[src/rtl/datapath_pkg.sv]
// Shared definitions for the 16-bit Mano-style datapath: widths, control-word
// field positions, function-select opcodes and the control-word struct.
package datapath_pkg;

  localparam int DATA_W = 16;
  localparam int NREGS  = 8;
  localparam int ADDR_W = 3;

  // Control-word field positions (LSB of each field)
  localparam int CW_DA_LSB = 13;
  localparam int CW_AA_LSB = 10;
  localparam int CW_BA_LSB = 7;
  localparam int CW_MB_BIT = 6;
  localparam int CW_FS_LSB = 2;
  localparam int CW_MD_BIT = 1;
  localparam int CW_RW_BIT = 0;

  // Function-select opcodes
  localparam logic [3:0] FS_TSFA  = 4'b0000;
  localparam logic [3:0] FS_INC   = 4'b0001;
  localparam logic [3:0] FS_ADD   = 4'b0010;
  localparam logic [3:0] FS_ADDC  = 4'b0011;
  localparam logic [3:0] FS_ADDNB = 4'b0100;
  localparam logic [3:0] FS_SUB   = 4'b0101;
  localparam logic [3:0] FS_DEC   = 4'b0110;
  localparam logic [3:0] FS_TSFA2 = 4'b0111;
  localparam logic [3:0] FS_AND   = 4'b1000;
  localparam logic [3:0] FS_OR    = 4'b1001;
  localparam logic [3:0] FS_XOR   = 4'b1010;
  localparam logic [3:0] FS_NOT   = 4'b1011;
  localparam logic [3:0] FS_TSFB  = 4'b1100;
  localparam logic [3:0] FS_SHR   = 4'b1101;
  localparam logic [3:0] FS_SHL   = 4'b1110;
  localparam logic [3:0] FS_ZERO  = 4'b1111;

  // Control word, MSB first, matching the field positions above
  typedef struct packed {
    logic [ADDR_W-1:0] da;
    logic [ADDR_W-1:0] aa;
    logic [ADDR_W-1:0] ba;
    logic              mb;
    logic [3:0]        fs;
    logic              md;
    logic              rw;
  } ctrl_word_t;

  // The lower half of the opcode space goes through the adder
  function automatic logic fs_is_arith(input logic [3:0] fs);
    return ~fs[3];
  endfunction

endpackage

[src/rtl/datapath_regfile.sv]
// 8x16 register file: two combinational read ports, one synchronous write
// port, synchronous active-high clear of every register.
module datapath_regfile
  import datapath_pkg::*;
(
  input  logic              clk,
  input  logic              srst,
  input  logic              we,
  input  logic [ADDR_W-1:0] waddr,
  input  logic [DATA_W-1:0] wdata,
  input  logic [ADDR_W-1:0] a_addr,
  input  logic [ADDR_W-1:0] b_addr,
  output logic [DATA_W-1:0] a_data,
  output logic [DATA_W-1:0] b_data
);

  logic [DATA_W-1:0] rd_arr [NREGS];

  genvar gi;
  generate
    for (gi = 0; gi < NREGS; gi++) begin : g_reg
      logic [DATA_W-1:0] reg_q;
      logic [DATA_W-1:0] reg_d;

      // Next value: load on a write to this address, otherwise hold
      always_comb begin
        reg_d = reg_q;
        if (we && (waddr == ADDR_W'(gi))) begin
          reg_d = wdata;
        end
      end

      // Register storage; reset wins over any pending write
      always_ff @(posedge clk) begin
        if (srst) begin
          reg_q <= '0;
        end else begin
          reg_q <= reg_d;
        end
      end

      assign rd_arr[gi] = reg_q;
    end
  endgenerate

  // Reads see pre-edge contents; no write forwarding
  assign a_data = rd_arr[a_addr];
  assign b_data = rd_arr[b_addr];

endmodule

[src/rtl/datapath_core.sv]
// Mano-style datapath: register file, A/B buses, ALU + shifter function unit,
// bus-D write-back mux and V/C/N/Z status.
// Optional macro DP_STATUS_REG_EN: when defined the status flags are
// registered (one cycle latency, cleared by reset); otherwise combinational.
module datapath_core
  import datapath_pkg::*;
(
  input  logic              CLK,
  input  logic              RESET,
  input  logic [15:0]       CTRWRD,
  input  logic [DATA_W-1:0] Cin,
  input  logic [DATA_W-1:0] Din,
  output logic [DATA_W-1:0] Dout,
  output logic [DATA_W-1:0] Adrout,
  output logic              V,
  output logic              C,
  output logic              N,
  output logic              Z
);

  ctrl_word_t        cw;
  logic [DATA_W-1:0] a_bus;
  logic [DATA_W-1:0] rf_b;
  logic [DATA_W-1:0] b_bus;
  logic [DATA_W-1:0] d_bus;
  logic [DATA_W-1:0] f_val;
  logic [DATA_W-1:0] y_op;
  logic              cin_op;
  logic [DATA_W:0]   sum;
  logic              v_d;
  logic              c_d;
  logic              n_d;
  logic              z_d;

  assign cw = ctrl_word_t'(CTRWRD);

  datapath_regfile u_regfile (
    .clk    (CLK),
    .srst   (RESET),
    .we     (cw.rw),
    .waddr  (cw.da),
    .wdata  (d_bus),
    .a_addr (cw.aa),
    .b_addr (cw.ba),
    .a_data (a_bus),
    .b_data (rf_b)
  );

  assign b_bus = cw.mb ? Cin : rf_b;

  // Effective second adder operand and carry-in for the arithmetic opcodes
  always_comb begin
    y_op   = '0;
    cin_op = 1'b0;
    case (cw.fs)
      FS_INC:   begin y_op = '0;     cin_op = 1'b1; end
      FS_ADD:   begin y_op = b_bus;  cin_op = 1'b0; end
      FS_ADDC:  begin y_op = b_bus;  cin_op = 1'b1; end
      FS_ADDNB: begin y_op = ~b_bus; cin_op = 1'b0; end
      FS_SUB:   begin y_op = ~b_bus; cin_op = 1'b1; end
      FS_DEC:   begin y_op = '1;     cin_op = 1'b0; end
      default:  begin y_op = '0;     cin_op = 1'b0; end
    endcase
  end

  assign sum = {1'b0, a_bus} + {1'b0, y_op} + {{DATA_W{1'b0}}, cin_op};

  // Function unit result and carry/overflow; non-arithmetic ops clear C and V
  always_comb begin
    f_val = '0;
    c_d   = 1'b0;
    v_d   = 1'b0;
    if (fs_is_arith(cw.fs)) begin
      f_val = sum[DATA_W-1:0];
      c_d   = sum[DATA_W];
      v_d   = (a_bus[DATA_W-1] == y_op[DATA_W-1]) &&
              (sum[DATA_W-1] != a_bus[DATA_W-1]);
    end else begin
      case (cw.fs)
        FS_AND:  f_val = a_bus & b_bus;
        FS_OR:   f_val = a_bus | b_bus;
        FS_XOR:  f_val = a_bus ^ b_bus;
        FS_NOT:  f_val = ~a_bus;
        FS_TSFB: f_val = b_bus;
        FS_SHR:  f_val = {1'b0, b_bus[DATA_W-1:1]};
        FS_SHL:  f_val = {b_bus[DATA_W-2:0], 1'b0};
        default: f_val = '0;
      endcase
    end
  end

  assign n_d = f_val[DATA_W-1];
  assign z_d = (f_val == '0);

  assign d_bus  = cw.md ? Din : f_val;
  assign Dout   = b_bus;
  assign Adrout = a_bus;

`ifdef DP_STATUS_REG_EN
  logic v_q, c_q, n_q, z_q;

  // Status register captures the current flags on every edge
  always_ff @(posedge CLK) begin
    if (RESET) begin
      v_q <= 1'b0;
      c_q <= 1'b0;
      n_q <= 1'b0;
      z_q <= 1'b0;
    end else begin
      v_q <= v_d;
      c_q <= c_d;
      n_q <= n_d;
      z_q <= z_d;
    end
  end

  assign V = v_q;
  assign C = c_q;
  assign N = n_q;
  assign Z = z_q;
`else
  assign V = v_d;
  assign C = c_d;
  assign N = n_d;
  assign Z = z_d;
`endif

endmodule

[config.mk]
export PLATFORM = sky130hd
export DESIGN_NAME = datapath_core
export DESIGN_NICKNAME = d
export VERILOG_FILES = /design/src/rtl/datapath_pkg.sv /design/src/rtl/datapath_regfile.sv /design/src/rtl/datapath_core.sv
export SDC_FILE = /design/constraint.sdc
export NUM_CORES = 1
export LEC_CHECK = 0
export ABC_AREA = 0
export CAP_MARGIN = 20
export CORE_MARGIN = 10
export CORE_UTILIZATION = 50
export DETAILED_ROUTE_END_ITERATION = 8
export PLACE_DENSITY = 0.71
export SYNTH_ARGS = -nofsm -noshare
export SYNTH_HDL_FRONTEND = slang
export SYNTH_SLANG_ARGS = --single-unit
[constraint.sdc]
create_clock -name CLK -period 13.68 [get_ports CLK]
set_input_delay 3.42 -clock CLK [delete_from_list [all_inputs] [get_ports CLK]]
set_output_delay 3.42 -clock CLK [all_outputs]
set_load 0.01 [all_outputs]
==> flow_summary_export.csv, run 1 <==
group,metric,value,unit
outcome,run_status,"finished, final reports clean",
global_route,grt_use_total,26.3,%
critical_path,timing.critical_path.arrival,8790,ps
routing,starting_drc_count_in_detailed_routing,998,
clock_network,clock_latency,410,ps
yosys,synthFlopType,"sky130_fd_sc_hd__dfxtp_1",
finish,flip_flop_count_of_the_largest_register_after_layout,128,
clock_network,cts_inserted_buffers,17,
global_route,antenna_found_initial,0,
routing,drt_pass1_iterations,5,
clock_network,number_of_sinks_handled_by_clock_tree_synthesis,128,
routing,via_count,9551,
min_path,hold-path-cell-count,2,
timing,final-max-slew-violation-count,0,
critical_path,timing.rr.start,"u_regfile.g_reg[7].reg_q[0]$_SDFFE_PP0P_",
critical_path,timing.reg2reg.setup_slack,9110,ps
power_and_ir_drop,power_frac_clock,41.1,%
min_path,min-delay-path-class,"reg -> reg",
yosys,synth-adder-area-share,6.55,%
clock_network,cts-resized-gates,0,
placement,detailed_place.area,0.0104,mm^2
min_path,worst_hold_path.endpoint,"u_regfile.g_reg[5].reg_q[2]$_SDFFE_PP0P_",
timing,setup-tns-final,0,ps
power_and_ir_drop,power.density,94.5,mW/mm^2
clock_network,clock_path_buffers,2,
yosys,synthesis.area,0.00959,mm^2
finish,finalInstanceArea,0.0110,mm^2
yosys,synth_mux_area_share,18.3,%
timing,finalCriticalPeriod,12210,ps
global_route,largest_net_degree_at_the_start_of_global_routing,82,
timing,rsz0062_at_grt,"no",
finish,biggestRegsByFlops,"u_regfile.g.reg_q x128",
critical_path,critical-path-max-stage-delay,830,ps
yosys,postSynthNetCount,1255,
placement,dp.final_hpwl,23500,um
yosys,netlist_top_cells_count,"210 x sky130_fd_sc_hd__nand2_1, 128 x sky130_fd_sc_hd__dfxtp_1, 115 x sky130_fd_sc_hd__a21oi_1",
floorplan,die_footprint,0.0251,mm^2
yosys,yosys_warnings,0,
finish,post_route_cells_drive_above_1_share,12.0,%
yosys,synth_edf_count,0,
yosys,synthesis.area_per_instance,8.29,um^2
floorplan,core.rowCount,50,
timing,report.final.setup_viol,0,
critical_path,worstPathCellList,"clkdlybuf4s50_1 > mux4_2 > mux2i_1 > nor2_1 > a21oi_2 > mux2i_1 > or2_2 > inv_1 > ha_1 > a211oi_1 > o21ai_0 > a311oi_1 > nor3_1 > or4_4 > nor3_2 > nand4_1 > nor3_2 > clkdlybuf4s50_1",
critical_path,startpoint_type,"primary input",
critical_path,critical_path.startpoint,"CTRWRD[7]",
yosys,synth.lib_cells_used.distinct,90,
floorplan,ios,86,
critical_path,worstSetupPathType,"in -> out",
yosys,ys_seq_area_share,26.7,%
yosys,synth.most_common_cell,"sky130_fd_sc_hd__nand2_1",
yosys,synth_top_cells_by_area,"sky130_fd_sc_hd__dfxtp_1 27%, sky130_fd_sc_hd__mux4_2 12%, sky130_fd_sc_hd__nand2_1 8.2%",
yosys,synth-simple-area-share,20.4,%
yosys,synth_async_sr_flop_share,0,%
floorplan,die_width,158,um
global_route,wire_length_of_the_first_global_routing_pass,51500,um
power_and_ir_drop,seq_pwr_share,37.3,%
job,max-cap-violations,0,
yosys,yosys_register_bits,128,
yosys,synth-compound-area-share,21.3,%
finish,finish.cell_count_without_fillers,1443,
floorplan,initial_utilization,51.1,%
timing,maxClockFrequency,81.9,MHz
routing,drtAntennaViolNets,0,
clock_network,cts_root_buf,"sky130_fd_sc_hd__clkbuf_16",
power_and_ir_drop,internal_power,0.738,mW
power_and_ir_drop,power.share.combinational,21.6,%
timing,max_slew.worst_pin.slew,1140,ps
timing,hold_viol,0,
clock_network,ctsHtreeMaxLevel,4,
yosys,share_of_the_synthesized_area_in_the_top_cell_type,26.7,%
finish,antenna-diode-count,0,
power_and_ir_drop,leakagePower,4.11,nW
routing,routed_wire_length,33600,um
finish,fillerInstances,1675,
clock_network,tritoncts_clock_tree,"built",
critical_path,crit-reg2reg-capture,"u_regfile.g_reg[1].reg_q[13]$_SDFFE_PP0P_",
critical_path,ff2ff_path_depth,16,
placement,numPlacedInstances,1408,
power_and_ir_drop,switching_part_of_the_total_power,29.1,%
yosys,netlist.top_cell.by_area,"sky130_fd_sc_hd__dfxtp_1",
critical_path,cp_data_required_time,10260,ps
yosys,dominant_combinational_cell_family_by_area_after_synthesis,"compound AO/OA/AOI/OAI gates",
placement,gp_routability_congestion,0.942,
routing,drc_errors,0,
timing,timing.clock.skew,8.06,ps
yosys,synth_xor_area_share,0.457,%
finish,largest_register,"u_regfile.g.reg_q",
timing,final.period_utilization,89.3,%
routing,detail_route.wl_per_cell,23.3,um
critical_path,crit_fanout,9,
routing,drt-vias-per-instance,6.62,
power_and_ir_drop,p_switching,0.304,mW
power_and_ir_drop,ir_drop,0.0000832,V
clock_network,clk_pin_slew_worst_paths,50,ps
finish,final_design_utilization,58.7,%
min_path,holdCritStartpoint,"u_regfile.g_reg[5].reg_q[2]$_SDFFE_PP0P_",
global_route,grt.overflow.total,0,
finish,final_net_count,1295,
clock_network,cts_hold_repair.buffers,0,
floorplan,coreArea,0.0188,mm^2
timing,slew_headroom,23.8,%
clock_network,cts_setup_buffers,0,
floorplan,chipHeight,158,um
critical_path,cpMaxStageDelayCell,"sky130_fd_sc_hd__clkdlybuf4s50_1",
critical_path,setup.worst_path.end_class,"output port",
global_route,vias_in_the_first_global_route,8905,
finish,area_growth,15.0,%
yosys,synthesis.instances,1156,
placement,port-buffer-count,85,
-- critical path, delay by kind of cell --
kind,cells,cell delay (ps)
AO/OA/AOI/OAI,4,1230
adder cells (fa/ha/maj),1,230
buffers and inverters,3,1470
multiplexers,3,940
AND/OR/NAND/NOR,7,1510
-- worst max path at each step --
stage	end	slack [ps]
after floorplan	Z	3180
after global placement	Z	1560
after detailed placement	Z	1520
after CTS	Z	1510
after global routing	Z	1160
final	Z	1470
-- through the flow --
stage / worst slack (ps) / hold slack (ps) / power [mW]
floorplan: 3180 / 442 / 0.539
global route: 1160 / 482 / 1.08
global placement: 1560 / 449 / 0.613
detailed placement: 1520 / 456 / 0.615
CTS: 1510 / 464 / 1.04
finish: 1470 / 463 / 1.04
-- per-layer routing --
layer / vias to the layer above / part of all wire, % / GRT usage, %
li1: 4321 / - / -
met1: 4532 / 40 / 35.2
met2: 608 / 46 / 41.8
met3: 90 / 11 / 4.51
met4: 0 / 3.0 / 9.57
met5: - / 0 / 0
-- layout make-up --
type                    instances  area [um^2]  share of cell area [%]
multi-input cells             898         6440                    58.4
flip-flops and latches        128         2560                    23.2
repair buffers                105          998                    9.06
clock buffers                  27          503                    4.56
well taps                     234          293                    2.66
inverters                      46          173                    1.57
clock inverters                 5         52.6                   0.477
-- power by group through the flow --
| stage | Clock [mW] | Sequential (mW) | Combinational (mW) |
|---|---|---|---|
| 6_report | 0.429 | 0.388 | 0.225 |
| 3_3_place_gp | 0 | 0.396 | 0.217 |
| 4_1_cts | 0.428 | 0.388 | 0.220 |
| 3_5_place_dp | 0 | 0.396 | 0.219 |
| 5_1_grt | 0.446 | 0.389 | 0.241 |
| 2_1_floorplan | 0 | 0.394 | 0.145 |
-- layout by cell type (no fill, tap or decap), types with 6 or more instances in the layout --
cell,Yosys,routed
sky130_fd_sc_hd__nand2_1,210,210
sky130_fd_sc_hd__dfxtp_1,128,128
sky130_fd_sc_hd__a21oi_1,115,115
sky130_fd_sc_hd__clkdlybuf4s50_1,0,80
sky130_fd_sc_hd__nand3_1,70,70
sky130_fd_sc_hd__o21ai_0,54,54
sky130_fd_sc_hd__mux4_2,49,49
sky130_fd_sc_hd__nor2_1,47,47
sky130_fd_sc_hd__ha_1,47,47
sky130_fd_sc_hd__inv_1,45,45
sky130_fd_sc_hd__mux2i_1,37,37
sky130_fd_sc_hd__nand2b_1,19,19
sky130_fd_sc_hd__a22oi_1,18,18
sky130_fd_sc_hd__clkbuf_16,0,17
sky130_fd_sc_hd__buf_4,6,17
sky130_fd_sc_hd__nor3_1,16,14
sky130_fd_sc_hd__mux2_2,12,12
sky130_fd_sc_hd__o21ai_1,12,12
sky130_fd_sc_hd__nor2b_1,11,11
sky130_fd_sc_hd__o31ai_1,11,11
sky130_fd_sc_hd__o22ai_1,10,10
sky130_fd_sc_hd__o221ai_1,9,9
sky130_fd_sc_hd__a211oi_1,8,8
sky130_fd_sc_hd__o211ai_1,7,7
sky130_fd_sc_hd__clkbuf_1,55,6
-- logic make-up after synthesis --
family | Yosys count
adder cells (fa/ha/maj) | 49
flip-flops | 128
buffers and inverters | 130
AND/OR/NAND/NOR | 420
multiplexers | 107
XOR/XNOR | 5
AO/OA/AOI/OAI | 317
No activity file was read; power rests on OpenSTA's default activity.
==> run 2: changes to the inputs <==
Settings changed: CAP_MARGIN 20 to default, CORE_MARGIN 10 to 2.
Clock period 13.68 ns to 12.2 ns, I/O delays scaled along.
==> flow_summary_export.csv, run 2 (synthesis gave the netlist of run 1 again) <==
group,metric,value,unit
global_route,vias_in_the_first_global_route,8728,
timing,slew_headroom,16.2,%
floorplan,initial_utilization,51.1,%
placement,port-buffer-count,85,
clock_network,cts_hold_repair.buffers,0,
placement,detailed_place.area,0.0104,mm^2
floorplan,core.rowCount,50,
placement,gp_routability_congestion,1.03,
clock_network,clk_pin_slew_worst_paths,60,ps
routing,detail_route.wl_per_cell,22.6,um
routing,routed_wire_length,32500,um
finish,finalInstanceArea,0.0110,mm^2
critical_path,crit_buf_inv,4,
clock_network,cts_root_buf,"sky130_fd_sc_hd__clkbuf_16",
timing,maxClockFrequency,85.5,MHz
timing,rsz0062_at_grt,"no",
global_route,antenna_found_initial,0,
critical_path,setup.worst_path.end_class,"output port",
placement,dp.final_hpwl,22700,um
timing,setup-tns-final,0,ps
clock_network,cts-resized-gates,0,
finish,area_growth,14.9,%
clock_network,cts_setup_buffers,0,
routing,drt-vias-per-instance,6.63,
global_route,grt.overflow.total,0,
clock_network,clock_path_buffers,2,
critical_path,critical-path-max-stage-delay,970,ps
timing,report.final.setup_viol,0,
finish,final_net_count,1295,
critical_path,timing.critical_path.arrival,8640,ps
timing,final-max-slew-violation-count,0,
power_and_ir_drop,power.density,107,mW/mm^2
clock_network,number_of_sinks_handled_by_clock_tree_synthesis,128,
placement,numPlacedInstances,1411,
finish,biggestRegsByFlops,"u_regfile.g.reg_q x128",
min_path,min-delay-path-class,"reg -> reg",
routing,drtAntennaViolNets,0,
routing,starting_drc_count_in_detailed_routing,865,
finish,antenna-diode-count,0,
floorplan,coreArea,0.0188,mm^2
global_route,grt_use_total,31.5,%
finish,flip_flop_count_of_the_largest_register_after_layout,128,
finish,largest_register,"u_regfile.g.reg_q",
global_route,wire_length_of_the_first_global_routing_pass,49300,um
critical_path,crit_fanout,10,
clock_network,clock_latency,420,ps
critical_path,cp_data_required_time,9150,ps
routing,drc_errors,0,
critical_path,path_delay_family,"buffers and inverters",
timing,final.period_utilization,95.8,%
critical_path,worstPathCellList,"clkdlybuf4s50_1 > buf_4 > nor2_1 > a22o_1 > a211oi_1 > mux2_2 > inv_1 > nand2_1 > a21oi_1 > ha_1 > o21ai_0 > o21ai_0 > and3_1 > nor3_1 > nor4b_1 > and3_1 > nand4_1 > nor3_2 > clkdlybuf4s50_1",
finish,final_design_utilization,58.7,%
floorplan,chipHeight,142,um
timing,hold_viol,0,
timing,timing.clock.skew,7.65,ps
finish,highest_count_cells_in_the_layout_ignoring_fill_and_taps,"210 x sky130_fd_sc_hd__nand2_1, 128 x sky130_fd_sc_hd__dfxtp_1, 115 x sky130_fd_sc_hd__a21oi_1, 80 x sky130_fd_sc_hd__clkdlybuf4s50_1, 70 x sky130_fd_sc_hd__nand3_1",
routing,via_count,9559,
floorplan,ios,86,
clock_network,tritoncts_clock_tree,"built",
clock_network,cts_inserted_buffers,17,
floorplan,die_width,142,um
finish,finish.cell_count_without_fillers,1442,
power_and_ir_drop,leakagePower,4.11,nW
finish,post_route_cells_drive_above_1_share,12.3,%
routing,drt_pass1_iterations,6,
outcome,run_status,"finished, final reports clean",
timing,max_slew.worst_pin.slew,1250,ps
clock_network,ctsHtreeMaxLevel,4,
power_and_ir_drop,fin_total_pwr,1.18,mW
global_route,largest_net_degree_at_the_start_of_global_routing,82,
critical_path,worstSetupPathType,"in -> out",
timing,finalCriticalPeriod,11690,ps
critical_path,startpoint_type,"primary input",
floorplan,die_footprint,0.0203,mm^2
power_and_ir_drop,ir_drop,0.0000978,V
finish,fillerInstances,1688,
job,max-cap-violations,0,
finish,most_frequent_standard_cell_in_the_layout_excluding_fill_and_tap_cells,"sky130_fd_sc_hd__nand2_1",
critical_path,cpMaxStageDelayCell,"sky130_fd_sc_hd__clkdlybuf4s50_1",
[run 2: layout make-up]
type | instances | area (um^2) | share of cell area, %
flip-flops and latches | 128 | 2560 | 23.3
clock inverters | 11 | 115 | 1.04
clock buffers | 20 | 457 | 4.15
well taps | 234 | 293 | 2.66
inverters | 46 | 173 | 1.57
multi-input cells | 898 | 6440 | 58.5
repair buffers | 105 | 976 | 8.86
[run 2: final timing paths]
check	endpoint	cells past startpoint	start	slack (ps)
min reg2reg	u_regfile.g_reg[2].reg_q[8]$_SDFFE_PP0P_	2	u_regfile.g_reg[2].reg_q[8]$_SDFFE_PP0P_	470
max	Z	19	CTRWRD[8]	510
max reg2reg	u_regfile.g_reg[1].reg_q[13]$_SDFFE_PP0P_	16	u_regfile.g_reg[7].reg_q[1]$_SDFFE_PP0P_	7510
min	u_regfile.g_reg[2].reg_q[8]$_SDFFE_PP0P_	2	u_regfile.g_reg[2].reg_q[8]$_SDFFE_PP0P_	470
[run 2: where the power goes]
group          internal (mW)  switching [mW]  leakage (nW)
clock network          0.308           0.186         0.273
logic                 0.0985           0.153          2.80
registers              0.428         0.00722          1.04
total                  0.835           0.346          4.11
[run 2: worst register-to-register path: cells and delay by family, from the launching register on]
family / cells / cell delay, ps
compound gates: 6 / 1710
simple gates: 5 / 1360
mux: 3 / 840
flops: 1 / 330
fa+ha+maj: 1 / 230
buf+inv: 1 / 70
[run 2: stage by stage]
step	hold slack (ps)	setup WS, ps
final	466	510
after detailed placement	458	637
after global placement	451	779
after floorplan	442	2440
after global routing	486	331
after CTS	465	606
[run 2: routing by layer]
metal / part of all wire [%] / global-route usage, %
met4: 3.2 / 11.2
met2: 46 / 50.4
met5: 0 / 0
met3: 9.8 / 5.22
met1: 41 / 43.3
==> run 3: changes to the inputs <==
Settings changed: ABC_CLOCK_PERIOD_IN_PS from default to 12200.
==> results of run 3 <==
The final DEF is identical to that of run 2; final timing and power are the same.
